`config.mk`:
```
export PLATFORM = sky130hd
export DESIGN_NAME = instr_fetch
export DESIGN_NICKNAME = d
export VERILOG_FILES = /design/src/rtl/cpu_pkg.sv /design/src/rtl/fetch_timeout_ctr.sv /design/src/rtl/instr_fetch.sv
export SDC_FILE = /design/constraint.sdc
export NUM_CORES = 1
export LEC_CHECK = 0
export CORE_MARGIN = 2
export CORE_UTILIZATION = 45
export CTS_BUF_LIST = sky130_fd_sc_hd__clkbuf_2
export DETAILED_ROUTE_END_ITERATION = 16
export GPL_ROUTABILITY_DRIVEN = 0
export PLACE_DENSITY = 0.82
export RECOVER_POWER = 25
export SYNTH_ARGS = -nofsm -noshare
export SYNTH_HDL_FRONTEND = slang
export SYNTH_SLANG_ARGS = --single-unit
```
`constraint.sdc`:
```
create_clock -name clk -period 2.89 [get_ports clk]
set_clock_uncertainty 0.05 [all_clocks]
set_input_delay 0.289 -clock clk [delete_from_list [all_inputs] [get_ports clk]]
set_output_delay 0.289 -clock clk [all_outputs]
set_load 0.05 [all_outputs]
```
`src/rtl/cpu_pkg.sv`:
```
// Shared CPU definitions: opcode constants used by fetch and Control, plus the fetch FSM encoding.
package cpu_pkg;

    localparam int unsigned OPW = 4;

    localparam logic [OPW-1:0] OP_FKEQ = 4'b0000;
    localparam logic [OPW-1:0] OP_JUMP = 4'b1010;
    localparam logic [OPW-1:0] OP_STOP = 4'b1110;

    typedef enum logic [2:0] {
        ST_IDLE  = 3'd0,
        ST_FETCH = 3'd1,
        ST_ISSUE = 3'd2,
        ST_HALT  = 3'd3,
        ST_FAULT = 3'd4
    } fetch_state_t;

    function automatic logic is_stop(input logic [OPW-1:0] op);
        return op == OP_STOP;
    endfunction

endpackage

```
`src/rtl/fetch_timeout_ctr.sv`:
```
// Counts FETCH cycles without ack; expired_c is high once TIMEOUT such cycles have elapsed.
module fetch_timeout_ctr #(
    parameter int unsigned TIMEOUT = 8
) (
    input  logic clk,
    input  logic rst,
    input  logic clear,
    input  logic enable,
    output logic expired_c
);

    localparam int unsigned CW = $clog2(TIMEOUT + 1);

    logic [CW-1:0] count;

    // Saturates at TIMEOUT so a stalled fetch cannot wrap back to zero.
    always_ff @(posedge clk or posedge rst) begin
        if (rst) begin
            count <= '0;
        end else if (clear) begin
            count <= '0;
        end else if (enable && !expired_c) begin
            count <= count + CW'(1);
        end
    end

    assign expired_c = (count == CW'(TIMEOUT));

endmodule

```
`src/rtl/instr_fetch.sv`:
```
// Fetch/issue stage: owns PC and IR, fetches over a level req/ack handshake, issues to Control.
module instr_fetch
    import cpu_pkg::*;
#(
    parameter int unsigned AW       = 8,
    parameter int unsigned IW       = 16,
    parameter int unsigned RESET_PC = 0,
    parameter int unsigned TIMEOUT  = 8
) (
    input  logic          clk,
    input  logic          rst,
    input  logic          start,
    output logic          imem_req,
    output logic [AW-1:0] imem_addr,
    input  logic [IW-1:0] imem_rdata,
    input  logic          imem_ack,
    input  logic          exec_done,
    input  logic          pc_load,
    input  logic [AW-1:0] pc_target,
    output logic [3:0]    opCode,
    output logic [IW-1:0] instr,
    output logic          instr_valid,
    output logic [AW-1:0] pc,
    output logic          halted,
    output logic          fault
);

    fetch_state_t  state;
    logic [IW-1:0] ir;
    logic          expired_c;

    // Counter runs only across consecutive un-acked FETCH cycles.
    fetch_timeout_ctr #(
        .TIMEOUT(TIMEOUT)
    ) u_timeout (
        .clk      (clk),
        .rst      (rst),
        .clear    ((state != ST_FETCH) || imem_ack),
        .enable   (state == ST_FETCH),
        .expired_c(expired_c)
    );

    assign opCode    = ir[IW-1 -: 4];
    assign instr     = ir;
    assign imem_addr = pc;

    always_ff @(posedge clk or posedge rst) begin
        if (rst) begin
            state       <= ST_IDLE;
            pc          <= AW'(RESET_PC);
            ir          <= '0;
            imem_req    <= 1'b0;
            instr_valid <= 1'b0;
            halted      <= 1'b0;
            fault       <= 1'b0;
        end else begin
            case (state)
                ST_IDLE: begin
                    if (start) begin
                        imem_req <= 1'b1;
                        state    <= ST_FETCH;
                    end
                end
                // An ack arriving on the expiry cycle still wins over the timeout.
                ST_FETCH: begin
                    if (imem_ack) begin
                        ir          <= imem_rdata;
                        imem_req    <= 1'b0;
                        instr_valid <= 1'b1;
                        state       <= ST_ISSUE;
                    end else if (expired_c) begin
                        imem_req <= 1'b0;
                        fault    <= 1'b1;
                        state    <= ST_FAULT;
                    end
                end
                ST_ISSUE: begin
                    if (exec_done) begin
                        instr_valid <= 1'b0;
                        if (is_stop(opCode)) begin
                            halted <= 1'b1;
                            state  <= ST_HALT;
                        end else begin
                            pc       <= pc_load ? pc_target : pc + AW'(1);
                            imem_req <= 1'b1;
                            state    <= ST_FETCH;
                        end
                    end
                end
                ST_HALT, ST_FAULT: begin
                    imem_req    <= 1'b0;
                    instr_valid <= 1'b0;
                end
                default: begin
                    imem_req    <= 1'b0;
                    instr_valid <= 1'b0;
                    state       <= ST_IDLE;
                end
            endcase
        end
    end

endmodule

```
Word level (Yosys, flattened, before mapping)
Index checks and enable logic that the tools add are counted.
{"block": "classes", "addsub": 2, "mul": 0, "div": 0, "order_cmp": 0, "n_eq_ne": 12, "shifts": 0, "muxes": 18, "bitwise_logic": 4, "reduce_logical": 13}
{"op": "3-bit two-way mux", "n": 4}
{"op": "3-bit one-hot mux with 4 select lines", "n": 1}
{"op": "3-bit AND reduction", "n": 4}
{"op": "8-bit by 1-bit adder with 8-bit output (second input constant)", "n": 1}
{"op": "4-bit equality test (second input constant)", "n": 2}
{"op": "4-bit two-way mux", "n": 2}
{"op": "8-bit two-way mux", "n": 1}
{"op": "2-bit != test (second input constant)", "n": 4}
{"op": "4-bit AND reduction", "n": 2}
{"op": "1-bit two-way mux", "n": 7}
{"op": "3-bit by 2-bit equality test with 1-bit output (second input constant)", "n": 2}
{"op": "1-bit one-hot mux with 3 select lines", "n": 2}
{"op": "4-bit by 1-bit adder with 4-bit output (second input constant)", "n": 1}
{"op": "1-bit NOT", "n": 4}
{"op": "3-bit by 1-bit equality test with 1-bit output (second input constant)", "n": 1}
{"op": "3-bit equality test (second input constant)", "n": 1}
{"op": "3-bit logical NOT", "n": 1}
{"op": "3-bit by 1-bit != test with 1-bit output (second input constant)", "n": 1}
{"op": "3-bit != test (second input constant)", "n": 1}
{"op": "2-bit two-way mux", "n": 1}
{"op": "2-bit AND reduction", "n": 1}
{"op": "2-bit nonzero test", "n": 1}
{"op": "2-bit OR reduction", "n": 1}
{"op": "1-bit logical AND", "n": 1}
{"op": "other kinds (2)", "n": 2}
{"block": "totals", "ff_bits": 35, "latchBits": 0, "ramBits": 0, "rom_bits": 0, "output_inout_bits": 40, "memories": 0}

Longest topological paths before layout
{"block": "depth", "depth_word": 5, "mapped_depth": 7, "ltp_nobuf": 6}

Modules after synthesis
From an unflattened synthesis, not the netlist that was laid out.
{"block": "unflattened", "cells_unflattened": 168, "hier_area_um2": 1874.3}
{"module": "instr_fetch", "n_inst": 1, "cells_each": 143, "area_per_inst_um2": 1637.8, "seq_area_each_um2": 775.7}
{"module": "fetch_timeout_ctr", "n_inst": 1, "cells_each": 25, "area_per_inst_um2": 236.5, "seq_area_each_um2": 100.1}

Worst setup path before layout
Ideal clock, no wire load.
{"block": "synth_path", "path_kind": "register to register", "from": "register ir[12], in the netlist instr[12]", "to": "register pc[6], in the netlist imem_addr[6]", "setup_ns": 0.128, "arrival_time_ns": 1.515, "setup_slack_ns": 1.196, "stages_incl_launch_ff": 6, "n_path_buf": 1, "path_cell_list": "dfrtp_1 > and4b_1 > and4b_1 > clkbuf_1 > o21ai_0 > o2bb2ai_1"}
{"block": "synth_via", "elab_chain_cells": 3}
{"element": "from (decl)", "line": "instr_fetch.sv:29", "text": "logic [IW-1:0] ir;"}
{"element": "from (signal assigned)", "line": "instr_fetch.sv:67", "text": "ir <= imem_rdata;"}
{"element": "4-bit equality test", "line": "cpu_pkg.sv:19", "text": "return op == OP_STOP;"}
{"element": "1-bit NOT (no line)"}
{"element": "3-bit AND reduction (no line)"}
{"element": "to (signal assigned)", "line": "instr_fetch.sv:50", "text": "pc <= AW'(RESET_PC);"}
{"element": "to (signal assigned)", "line": "instr_fetch.sv:84", "text": "pc <= pc_load ? pc_target : pc + AW'(1);"}
{"element": "to (decl)", "line": "instr_fetch.sv:23", "text": "output logic [AW-1:0] pc,"}
No other way between the ends.
A chain may end at the register's enable or synchronous reset.

Worst setup path in the final report
{"block": "layout_path", "from": "register pc[0], in the netlist imem_addr[0]", "to": "output imem_addr[0]"}
{"element": "to (decl)", "line": "instr_fetch.sv:14", "text": "output logic [AW-1:0] imem_addr,"}
No word-level cell between the ends.

==> summary.txt <==
Clock network
  – Post-CTS Resized: 0
  – # Post-CTS Setup Buffers: 0
  – Worst-Skew Late Latency: 0.38 ns
  – H-tree depth: 2
  – Hold Buf Count CTS: 0
  – Clock transition at path regs: 0.19 ns
  – Cts bufs inserted: 5
  – Clock Path Buffers: 2
  – Root Buffer Master: clkbuf_2
  – CTS tree: done
  – TritonCTS Sinks: 35

Critical path
  – Worst Reg-to-Reg Cells: 4
  – Setup crit end kind: output pin
  – Crit path max-delay family: buffers and inverters
  – Critical path, cell by cell: clkdlybuf4s50_1
  – CP Data Required Time: 2.55 ns
  – Reg2reg setup slack: 1.16 ns
  – Worst r2r dst: imem_addr[0]$_DFFE_PP0P_
  – Critical-path top delay cell: clkdlybuf4s50_1
  – Critical path class: flop to output pin
  – Critical path buffers and inverters: 1
  – CP arrival: 1.74 ns
  – Worst R2R Start: state[0]$_DFFE_PP0P_
  – Crit Path Max Fanout: 7
  – Crit start category: flop
  – Slowest Stage Delay on Critical Path: 0.85 ns

Pwr
  – Worst vdd ir: 0.664 mV
  – Leakage power: 0.00101 uW
  – Cell Pwr Density: 1250 nW/um^2

Yosys
  – XOR/XNOR Fraction of Synth Area: 1.48%
  – Yosys warnings: 0
  – Post-synthesis mux area share: 11.3%
  – Biggest area consumer among synthesized cells: dfrtp_1
  – Synth Area in Adders: 2.12%
  – Commonest cells in the netlist: dfrtp_1, mux2_2, nor2_1
  – Fraction of registers with async set/reset: 100%
  – Syn Nets: 198
  – Register bit total from synthesis: 35
  – Top post-synthesis cells by area: dfrtp_1, mux2_2, buf_4, nor2_1, o21ai_0
  – Post-synthesis cell area: 1770 sq um
  – Main combinational cell family by area after synthesis: simple AND/OR/NAND/NOR gates
  – Mean Syn Cell Area: 10.7 sq um
  – Mapped Cells: 165
  – Simple-gate portion of the synthesized area: 15.7%
  – EDFF count, synth: 0
  – Register area share after synthesis: 49.4%
  – Count leader, synth: dfrtp_1
  – Top-area cell type share of the netlist area: 49.4%
  – Primary FF master, synth: dfrtp_1
  – Compound-Gate Fraction of Synth Area: 10.1%
  – Post-synthesis cell type count: 38

Die
  – Std-Cell Rows: 22
  – Die ar.: 4450 sq um
  – Initial core utilization: 47.7%
  – # IOs: 70
  – Core area: 3720 sq um
  – Die height: 66.7 um
  – Die W: 66.7 um

GRT
  – Vias in the first global route: 1243
  – Initial antenna violation count: 0
  – GRT Total Usage: 17.1%
  – Overflow after GRT: 0
  – Largest net degree at the start of global routing: 22
  – First-pass GRT wire length: 5.66 mm

Drt
  – Final WL: 3.53 mm
  – DR pass1 iterations: 4
  – 1st-iter DRT viols: 91
  – Vias: 1375
  – Avg WL per Cell: 13.1 um
  – DRC viols: 0
  – DR vias/cell: 5.11
  – ANT nets after route: 0

Timing
  – Final TNS setup: 0 ns
  – Minimum clock period: 2.08 ns
  – Fmax: 481 MHz
  – RSZ-0062 raised after global routing: false
  – Tightest Pin Transition: 1.12 ns
  – Slew Limit Fails: 0
  – Slew headroom: 25.5%
  – Hold Vio Cnt, Final: 0
  – Final period util: 71.9%
  – Final setup vio count: 0

Place
  – DP HPWL: 2.64 mm
  – Placed cell area: 2380 sq um
  – Port Buffers: 69

Cells and area
  – Final Instance Area: 2420 sq um
  – Area Overhead vs Synth: 36.4%
  – Diodes inserted: 0
  – Fraction of layout cells with a size suffix above 1: 12.2%
  – # nets final: 253
  – Filler cells: 315

Flow run
  – Max-Cap Viols: 0

Worst hold path
  – HP Class: input port to async pin

Outcome
  – Outcome: completed
==> stage by stage <==
stage,worst slack (ns),total power [uW],std cells,utilization (%),hold slack [ns]
finish,0.811,3010,269,65.0,0.326
global route,0.717,3170,269,65.0,0.354
CTS,0.785,3040,269,65.1,0.190
detailed placement,1.02,2820,261,64.1,0.400
global placement,1.02,2800,261,64.1,0.400
floorplan,1.20,2310,165,-,0.356
==> placed cells by master, fill, tap and decap left out, drive strengths merged, types with 2 or more instances in the layout <==
| cell type | count |
|---|---|
| clkdlybuf4s50 | 68 |
| dfrtp | 35 |
| nor2 | 17 |
| mux2 | 16 |
| o21ai | 9 |
| clkbuf | 7 |
| a21oi | 6 |
| nand3 | 6 |
| nand2 | 6 |
| inv | 5 |
| and3 | 5 |
| nor3 | 4 |
| o2bb2ai | 4 |
| a22oi | 3 |
| ha | 3 |
| and4b | 2 |
| mux2i | 2 |
| xnor2 | 2 |
| nand4 | 2 |
| clkinv | 2 |
==> logic make-up after synthesis <==
logic type | count (synthesis)
muxes | 18
buffers and inverters | 28
adders and majority gates | 3
and+or+nand+nor | 50
AOI/OAI and AO/OA | 28
DFF | 35
xor gates and xnor gates | 3
==> area by class of cell <==
type	instances	area (sq um)	share of cell area (%)
sequential	35	876	36.3
multi-input combinational	102	722	29.9
timing repair buffer	71	702	29.1
tap	48	60.1	2.49
clock buffer	6	30.0	1.24
inverter	5	18.8	0.777
clock inverter	2	7.51	0.311
==> state kept, by name, indices dropped and copies added, names as in the netlist <==
register / flops
instr: 16
imem_req: 1
state: 3
fault: 1
halted: 1
imem_addr: 8
u_timeout.count: 4
instr_valid: 1
==> how the worst max path moves through the flow <==
| stage | from | to | slack, ns | depth (start not counted) |
|---|---|---|---|---|
| final | imem_addr[0]$_DFFE_PP0P_ | imem_addr[0] | 0.81 | 1 |
| after global routing | imem_addr[0]$_DFFE_PP0P_ | pc[0] | 0.72 | 1 |
| after CTS | imem_addr[0]$_DFFE_PP0P_ | imem_addr[0] | 0.79 | 1 |
| after detailed placement | exec_done | imem_addr[0]$_DFFE_PP0P_ | 1.02 | 4 |
| after global placement | exec_done | imem_addr[0]$_DFFE_PP0P_ | 1.02 | 4 |
| after floorplan | instr[12]$_DFFE_PP0P_ | imem_addr[6]$_DFFE_PP0P_ | 1.20 | 5 |
==> routing by layer <==
layer	global-route usage, %	vias up	wire (um)
li1	-	676	-
met1	20.9	651	1530
met2	28.0	42	1720
met3	5.57	6	230
met4	6.12	0	52
met5	0	-	0
==> power breakdown <==
group	total (uW)	switching, uW	internal [uW]
registers	883	194	690
clock network	214	156	58.2
logic	1910	1220	696
Note: power is estimated with default switching activity, not from simulation.
